### src/rtl/seg_octal_decoder.sv
// Decodes a pair of 7-segment digit beats (ones 0..7, tens 0..1) into a 16-bit one-hot value.
// The result is held on onehot_out/out_valid until the consumer handshakes.
module seg_octal_decoder #(
  parameter int unsigned TIMEOUT = 15
) (
  input  logic        clk,
  input  logic        rst,
  input  logic [6:0]  seg_in,
  input  logic        seg_sel,
  input  logic        seg_valid,
  output logic        in_ready,
  output logic [15:0] onehot_out,
  output logic        out_valid,
  input  logic        out_ready,
  output logic        err
);

  typedef enum logic [1:0] {
    WAIT_ONES,
    WAIT_TENS,
    HOLD
  } state_t;

  state_t      state_q, state_d;
  logic [2:0]  ones_q, ones_d;
  logic [7:0]  idle_q, idle_d;
  logic [15:0] onehot_q, onehot_d;
  logic        out_valid_q, out_valid_d;
  logic        err_q, err_d;

  logic        ones_ok;
  logic [2:0]  ones_idx;
  logic        tens_ok;
  logic        tens_bit;
  logic        accept;

  always_comb begin
    ones_ok  = 1'b1;
    ones_idx = 3'd0;
    case (seg_in)
      7'b1111110: ones_idx = 3'd0;
      7'b0110000: ones_idx = 3'd1;
      7'b1101101: ones_idx = 3'd2;
      7'b1111001: ones_idx = 3'd3;
      7'b0110011: ones_idx = 3'd4;
      7'b1011011: ones_idx = 3'd5;
      7'b1011111: ones_idx = 3'd6;
      7'b1110000: ones_idx = 3'd7;
      default:    ones_ok  = 1'b0;
    endcase
  end

  always_comb begin
    tens_ok  = 1'b1;
    tens_bit = 1'b0;
    case (seg_in)
      7'b0000000: tens_bit = 1'b0;
      7'b0110000: tens_bit = 1'b1;
      default:    tens_ok  = 1'b0;
    endcase
  end

  assign in_ready = (state_q != HOLD);
  assign accept   = seg_valid & in_ready;

  always_comb begin
    state_d     = state_q;
    ones_d      = ones_q;
    idle_d      = idle_q;
    onehot_d    = onehot_q;
    out_valid_d = out_valid_q;
    err_d       = 1'b0;
    case (state_q)
      WAIT_ONES: begin
        if (accept) begin
          if (!seg_sel && ones_ok) begin
            ones_d  = ones_idx;
            idle_d  = '0;
            state_d = WAIT_TENS;
          end else begin
            err_d = 1'b1;
          end
        end
      end
      WAIT_TENS: begin
        if (accept) begin
          idle_d = '0;
          if (seg_sel) begin
            if (tens_ok) begin
              onehot_d    = 16'h0001 << {tens_bit, ones_q};
              out_valid_d = 1'b1;
              state_d     = HOLD;
            end else begin
              err_d   = 1'b1;
              state_d = WAIT_ONES;
            end
          end else if (ones_ok) begin
            ones_d = ones_idx;
          end else begin
            err_d   = 1'b1;
            state_d = WAIT_ONES;
          end
        end else if (idle_q == 8'(TIMEOUT - 1)) begin
          // this idle cycle brings the count to TIMEOUT: abort the pair
          err_d   = 1'b1;
          idle_d  = '0;
          state_d = WAIT_ONES;
        end else begin
          idle_d = idle_q + 8'd1;
        end
      end
      HOLD: begin
        if (out_ready) begin
          out_valid_d = 1'b0;
          onehot_d    = '0;
          state_d     = WAIT_ONES;
        end
      end
      default: state_d = WAIT_ONES;
    endcase
  end

  always_ff @(posedge clk or posedge rst) begin
    if (rst) begin
      state_q     <= WAIT_ONES;
      ones_q      <= '0;
      idle_q      <= '0;
      onehot_q    <= '0;
      out_valid_q <= 1'b0;
      err_q       <= 1'b0;
    end else begin
      state_q     <= state_d;
      ones_q      <= ones_d;
      idle_q      <= idle_d;
      onehot_q    <= onehot_d;
      out_valid_q <= out_valid_d;
      err_q       <= err_d;
    end
  end

  assign onehot_out = onehot_q;
  assign out_valid  = out_valid_q;
  assign err        = err_q;

endmodule

### config.mk
export PLATFORM = sky130hd
export DESIGN_NAME = seg_octal_decoder
export DESIGN_NICKNAME = d
export VERILOG_FILES = /design/src/rtl/seg_octal_decoder.sv
export SDC_FILE = /design/constraint.sdc
export NUM_CORES = 1
export LEC_CHECK = 0
export BUFFER_PORTS_ARGS = -buffer_cell sky130_fd_sc_hd__clkbuf_2
export CAP_MARGIN = 20
export CORE_MARGIN = 5
export CORE_UTILIZATION = 45
export CTS_CLUSTER_SIZE = 20
export DETAILED_ROUTE_END_ITERATION = 12
export GPL_TIMING_DRIVEN = 0
export PLACE_DENSITY = 0.68
export REMOVE_ABC_BUFFERS = 1
export SYNTH_ARGS = -nofsm -noshare
export SYNTH_HDL_FRONTEND = slang
export SYNTH_SLANG_ARGS = --single-unit
### constraint.sdc
create_clock -name clk -period 1.75 [get_ports clk]
set_clock_uncertainty 0.05 [all_clocks]
set_input_delay 0.2625 -clock clk [delete_from_list [all_inputs] [get_ports clk]]
set_output_delay 0.2625 -clock clk [all_outputs]
set_load 0.01 [all_outputs]
# Yosys cells after proc, flatten, opt, wreduce, memory -nomap -nowiden
# Cells that the tools add are included.
# op_classes
n_mux	42
order_cmp	0
n_bitwise	1
n_eq_ne	22
n_div	0
multipliers	0
shift	1
reduce_logical	12
add_sub_neg	1
# ops
cell	count
$mux W16	4
$eq A7 B7 Y1 const B	6
$mux W8	4
$pmux W16 S2	1
$pmux W3 S7	1
$ne A2 B2 Y1 const B	9
$mux W2	8
$pmux W8 S2	1
$shl A1 B4 Y16 const A	1
$mux W3	5
$eq A7 B6 Y1 const B	2
$mux W1	14
$reduce_and A5 Y1	2
$add A8 B1 Y8 const B	1
$eq A8 B4 Y1 const B	1
$reduce_or A8 Y1	1
$logic_not A7 Y1	1
$pmux W2 S3	1
$pmux W3 S2	1
$reduce_and A6 Y1	1
$ne A4 B4 Y1 const B	1
$pmux W1 S2	2
$reduce_bool A2 Y1	2
$ne A3 B3 Y1 const B	1
other kinds (8)	8
# word_totals
output_inout_bits	19
n_memories	0
mem_bits_rw	0
ff_bits	31
latch_bits	0
rom_bits	0

# Logic depth before layout (Yosys ltp)
# logic_depth
depth_word	7
ltp_mapped	8
ltp_nobuf	7

# Least setup slack after synthesis
# OpenSTA, ideal clock, no wires.
# synth_path
path_kind	input -> register
start	input port seg_in[2]
end	register ones_q[2]
arrival_ns	1.834
setup_time_ns	0.128
cell_stages	7
path_slack_ns	-0.262
cell_sequence	clkbuf_1 or4_4 buf_6 nor2_4 a211oi_2 a211oi_4 mux2_1
# synth_between
elab_chain_cells	6
word_cells_on_any_way	21
cone_classes	eq/ne: 10; mux: 8; reduce/logical: 3
# synth_lines
element	line_no	text
start, declared	8	input logic [6:0] seg_in,
$eq A7 B7 Y1 or $eq A7 B6 Y1 (tied branches)	40	case (seg_in)
$pmux W3 S7 or $reduce_or A8 Y1 (tied branches)	--	
$mux W3 or $mux W1 (tied branches)	97, 40	
$mux W3 or $logic_and A1 B1 Y1 (tied branches)	88, 76	
$mux W3 or $ne A2 B2 Y1 (tied branches)	--	
$pmux W3 S2 or $reduce_and A6 Y1 (tied branches)	--	
end signal, assigned	133	ones_q <= ones_d;
end, declared	25	logic [2:0] ones_q, ones_d;
# Parallel ways exist; a longest one is shown, timed or not. The select of a mux whose other input is x is not followed.
# A chain may end at the register's enable or synchronous reset.

# Worst setup path in the final report
# layout_path
start	register state_q[1]
end	register onehot_q[10] (netlist: onehot_out[10])
# layout_between
elab_chain_cells	4
word_cells_on_any_way	11
cone_classes	eq/ne: 7; mux: 1; bitwise: 1; reduce/logical: 2
# layout_lines
element	line_no	text
start, declared	24	state_t state_q, state_d;
start signal, assigned	132	state_q <= state_d;
$ne A2 B2 Y1	63	assign in_ready = (state_q != HOLD);
$and A1 B1 Y1	64	assign accept = seg_valid & in_ready;
$ne A2 B2 Y1 (no line)	--	
$reduce_and A5 Y1 (no line)	--	
end signal, assigned	135	onehot_q <= onehot_d;
end, declared	27	logic [15:0] onehot_q, onehot_d;
# Parallel ways exist; a longest one is shown, timed or not.

==> run metrics <==
asr flop ratio synth 100.0%; Area Overhead vs Synth 32.57%; worst hold slack 0.1898 ns; CP Capture Type flop; R2R Path End onehot_out[10]$_DFFE_PP0P_; period utilization 101.4%; I/O Buffers 30; worst hold path class primary input to flop; share of cells above drive strength 1 38.24%; Startpoint Class flop; die width 71.50 µm; sequential area share after synthesis 45.59%; DR iter-0 viols 153; met2 Resource Use GR about a quarter; Routed Wire Length 4007 µm; fin. max-slew vios 0; # clock sinks 31; Ys Warns 0; crit path max fanout 4; Lkg Pwr 0.9811 nW; pin count of the biggest net entering global routing 24; Initial Util 46.48%; clock slew at reported path FFs 0.06 ns; Max Freq 563.8 MHz; DR vias 1573; clk_lat worst skew between 0.2 and 0.3 ns; Reg2Reg Setup Slack -0.02 ns; CP required 1.91 ns; Syn Inst Count 191; synthesized cell area 1702 µm²; Crit Path Category flop to flop; Total Routing Usage GR 16.32%; violated checks negative setup slack; cell area after layout 2256 µm²; #FFs+latches synth 31; worst rel slew slack 69.13%; Die ar. about 5100 µm²; R2R depth 5; drt first pass iters 4; library cells used by synthesis 41; first-pass GRT wire length 6713 µm; detail-routed via count per cell 5.500; final worst slack -0.02363 ns; Setup violations, final 6; Ports 31; Slew @ Worst Pin 0.4620 ns; global route hottest layer met2; placement-stage cell area between 1500 and 2000 µm²; Hold Path Stages 2; antenna violations before repair 0; post-synthesis average cell area roughly 8.9 µm²; final net count 251; total gr overflow 0; Bufs on Longest Clock Path 2; Wirelength per Cell 14.01 µm; # H-tree levels 2; DP HPWL about 2700 µm; Hold Crit Endpoint state_q[1]$_DFFE_PP0P_; Tmin final 1.774 ns; CTS tree done; Core Area 3661 µm²; HP Start out_ready; vias in the first global route 1398; Arrival @ worst endpoint 1.93 ns; total CTS buffers 5; status finished, violations left; # DRC 0; r2r startpoint state_q[1]$_DFFE_PP0P_; Root Driver clkbuf_8; Primary FF master, synth dfrtp_1; max-cap violations 0; # rows 22; EDFF count, synth 0; P per Cell Area 862.4 nW/µm²; VDD IR max approximately 530 µV; Detail Route Antenna Nets 0; ANT cells 0; routability cong. 0.8485; grt met1 use 23.65%; Die H 71.50 µm; GRT met3 Usage 3.506%; unrepaired setup endpoints after global routing true; Hold Fails Final Rpt 0
==> cell usage in the layout (no fill, tap or decap), types with 2 or more instances in the layout <==
cell type,Yosys,routed
nand4_1,3,3
o21ai_1,8,4
nand2b_1,4,4
clkbuf_8,0,5
clkbuf_2,0,27
o31ai_1,3,3
buf_4,0,13
nand2_1,34,34
o21ai_2,0,6
buf_6,1,3
or3b_2,2,2
a21oi_2,2,4
or3_1,3,2
nand2_4,0,2
dfrtp_1,31,28
o21ai_0,19,17
or4_4,2,2
inv_1,9,8
nor2_4,2,3
clkbuf_1,4,2
mux2i_1,2,2
a21oi_1,15,11
dfrtp_2,0,3
nor3_1,8,8
nand3b_1,2,2
nor2_1,6,5
nand3_1,6,5
a21oi_4,0,2
a211oi_4,1,2
==> worst max path at each step <==
stage                                      start                         end  slack (ns)  cells after the start
final                     state_q[1]$_DFFE_PP0P_  onehot_out[10]$_DFFE_PP0P_       -0.02                      5
after global routing       idle_q[1]$_DFFE_PP0P_       idle_q[4]$_DFFE_PP0P_       -0.10                      7
after global placement                 seg_in[1]       ones_q[2]$_DFFE_PP0P_       -0.41                      6
after detailed placement               seg_in[1]       ones_q[2]$_DFFE_PP0P_       -0.43                      6
after floorplan                        seg_in[1]       ones_q[2]$_DFFE_PP0P_       -0.14                      5
after CTS                              seg_in[0]       ones_q[1]$_DFFE_PP0P_      -0.004                      7
==> cells by family after synthesis <==
family / synth area share [%]
XOR/XNOR: 0.5148
AND/OR/NAND/NOR: 25.96
AO/OA/AOI/OAI: 20.52
buffers and inverters: 4.117
adder cells (fa/ha/maj): 1.470
flip-flops: 45.59
multiplexers: 1.838
==> synthesized netlist by cell type (2+ instances only) <==
cell / count / area, µm²
a21oi_1: 15 / 75.07
a21oi_2: 2 / 17.52
a22oi_1: 2 / 15.01
buf_2: 2 / 10.01
clkbuf_1: 4 / 15.01
dfrtp_1: 31 / 775.7
ha_1: 2 / 25.02
inv_1: 9 / 33.78
mux2i_1: 2 / 20.02
nand2_1: 34 / 127.6
nand2_2: 2 / 12.51
nand2b_1: 4 / 25.02
nand3_1: 6 / 30.03
nand3b_1: 2 / 15.01
nand4_1: 3 / 18.77
nor2_1: 6 / 22.52
nor2_4: 2 / 22.52
nor3_1: 8 / 40.04
nor3b_1: 2 / 15.01
o21ai_0: 19 / 95.09
o21ai_1: 8 / 40.04
o31ai_1: 3 / 22.52
or3_1: 3 / 18.77
or3b_2: 2 / 17.52
or4_4: 2 / 22.52
==> final cells by class <==
cell class	instances	area, µm²
fill	304	1405
sequential	31	779.5
tap	48	60.06
clock buffer	7	76.32
timing repair buffer	46	319.1
inverter	9	33.78
multi-input combinational	144	982.2
clock inverter	1	5.005
==> state kept, by name (all words and copies together) (netlist names) <==
signal,count
ones_q,3
onehot_out,16
err,1
idle_q,8
out_valid,1
state_q,2
==> where the power goes <==
group	internal, mW	switching [mW]	total, mW
Clock	0.278	0.251	0.530
Combinational	0.195	0.263	0.458
Sequential	0.822	0.137	0.958
==> routing by layer <==
layer	up-vias	wire, µm
li1	777	-
met1	746	1854
met2	41	1892
met3	9	187
met4	0	72
met5	-	0
==> timing repair <==
| action | in CTS | in global routing |
|---|---|---|
| resized for setup | 11 | 36 |
| pin swaps | 3 | 9 |
| buffers inserted | 6 | 8 |
| hold buffers | 1 | 0 |
| endpoints found under the hold margin | 8 | 0 |
| endpoints found under the setup margin | 28 | 24 |
==> through the flow <==
step / instances / setup WS [ns] / TNS (ns) / total power, mW / util, %
global route: 286 / -0.1018 / -0.9641 / 2.071 / 61.62
global placement: 262 / -0.4063 / -8.228 / 1.285 / 51.23
detailed placement: 263 / -0.4303 / -8.616 / 1.299 / 51.98
floorplan: 184 / -0.1370 / -0.8184 / 1.176 / -
finish: 286 / -0.02363 / -0.09612 / 1.946 / 61.62
CTS: 278 / -0.003720 / -0.006186 / 1.864 / 56.77
==> worst max-delay path, stage by stage, from the launching register on <==
cell	delay, ns
dfrtp_2	0.43
or2b_4	0.28
or4_4	0.56
nor2_4	0.16
nand2_4	0.09
o21ai_1	0.14
Note: power is estimated with default switching activity, not from simulation.
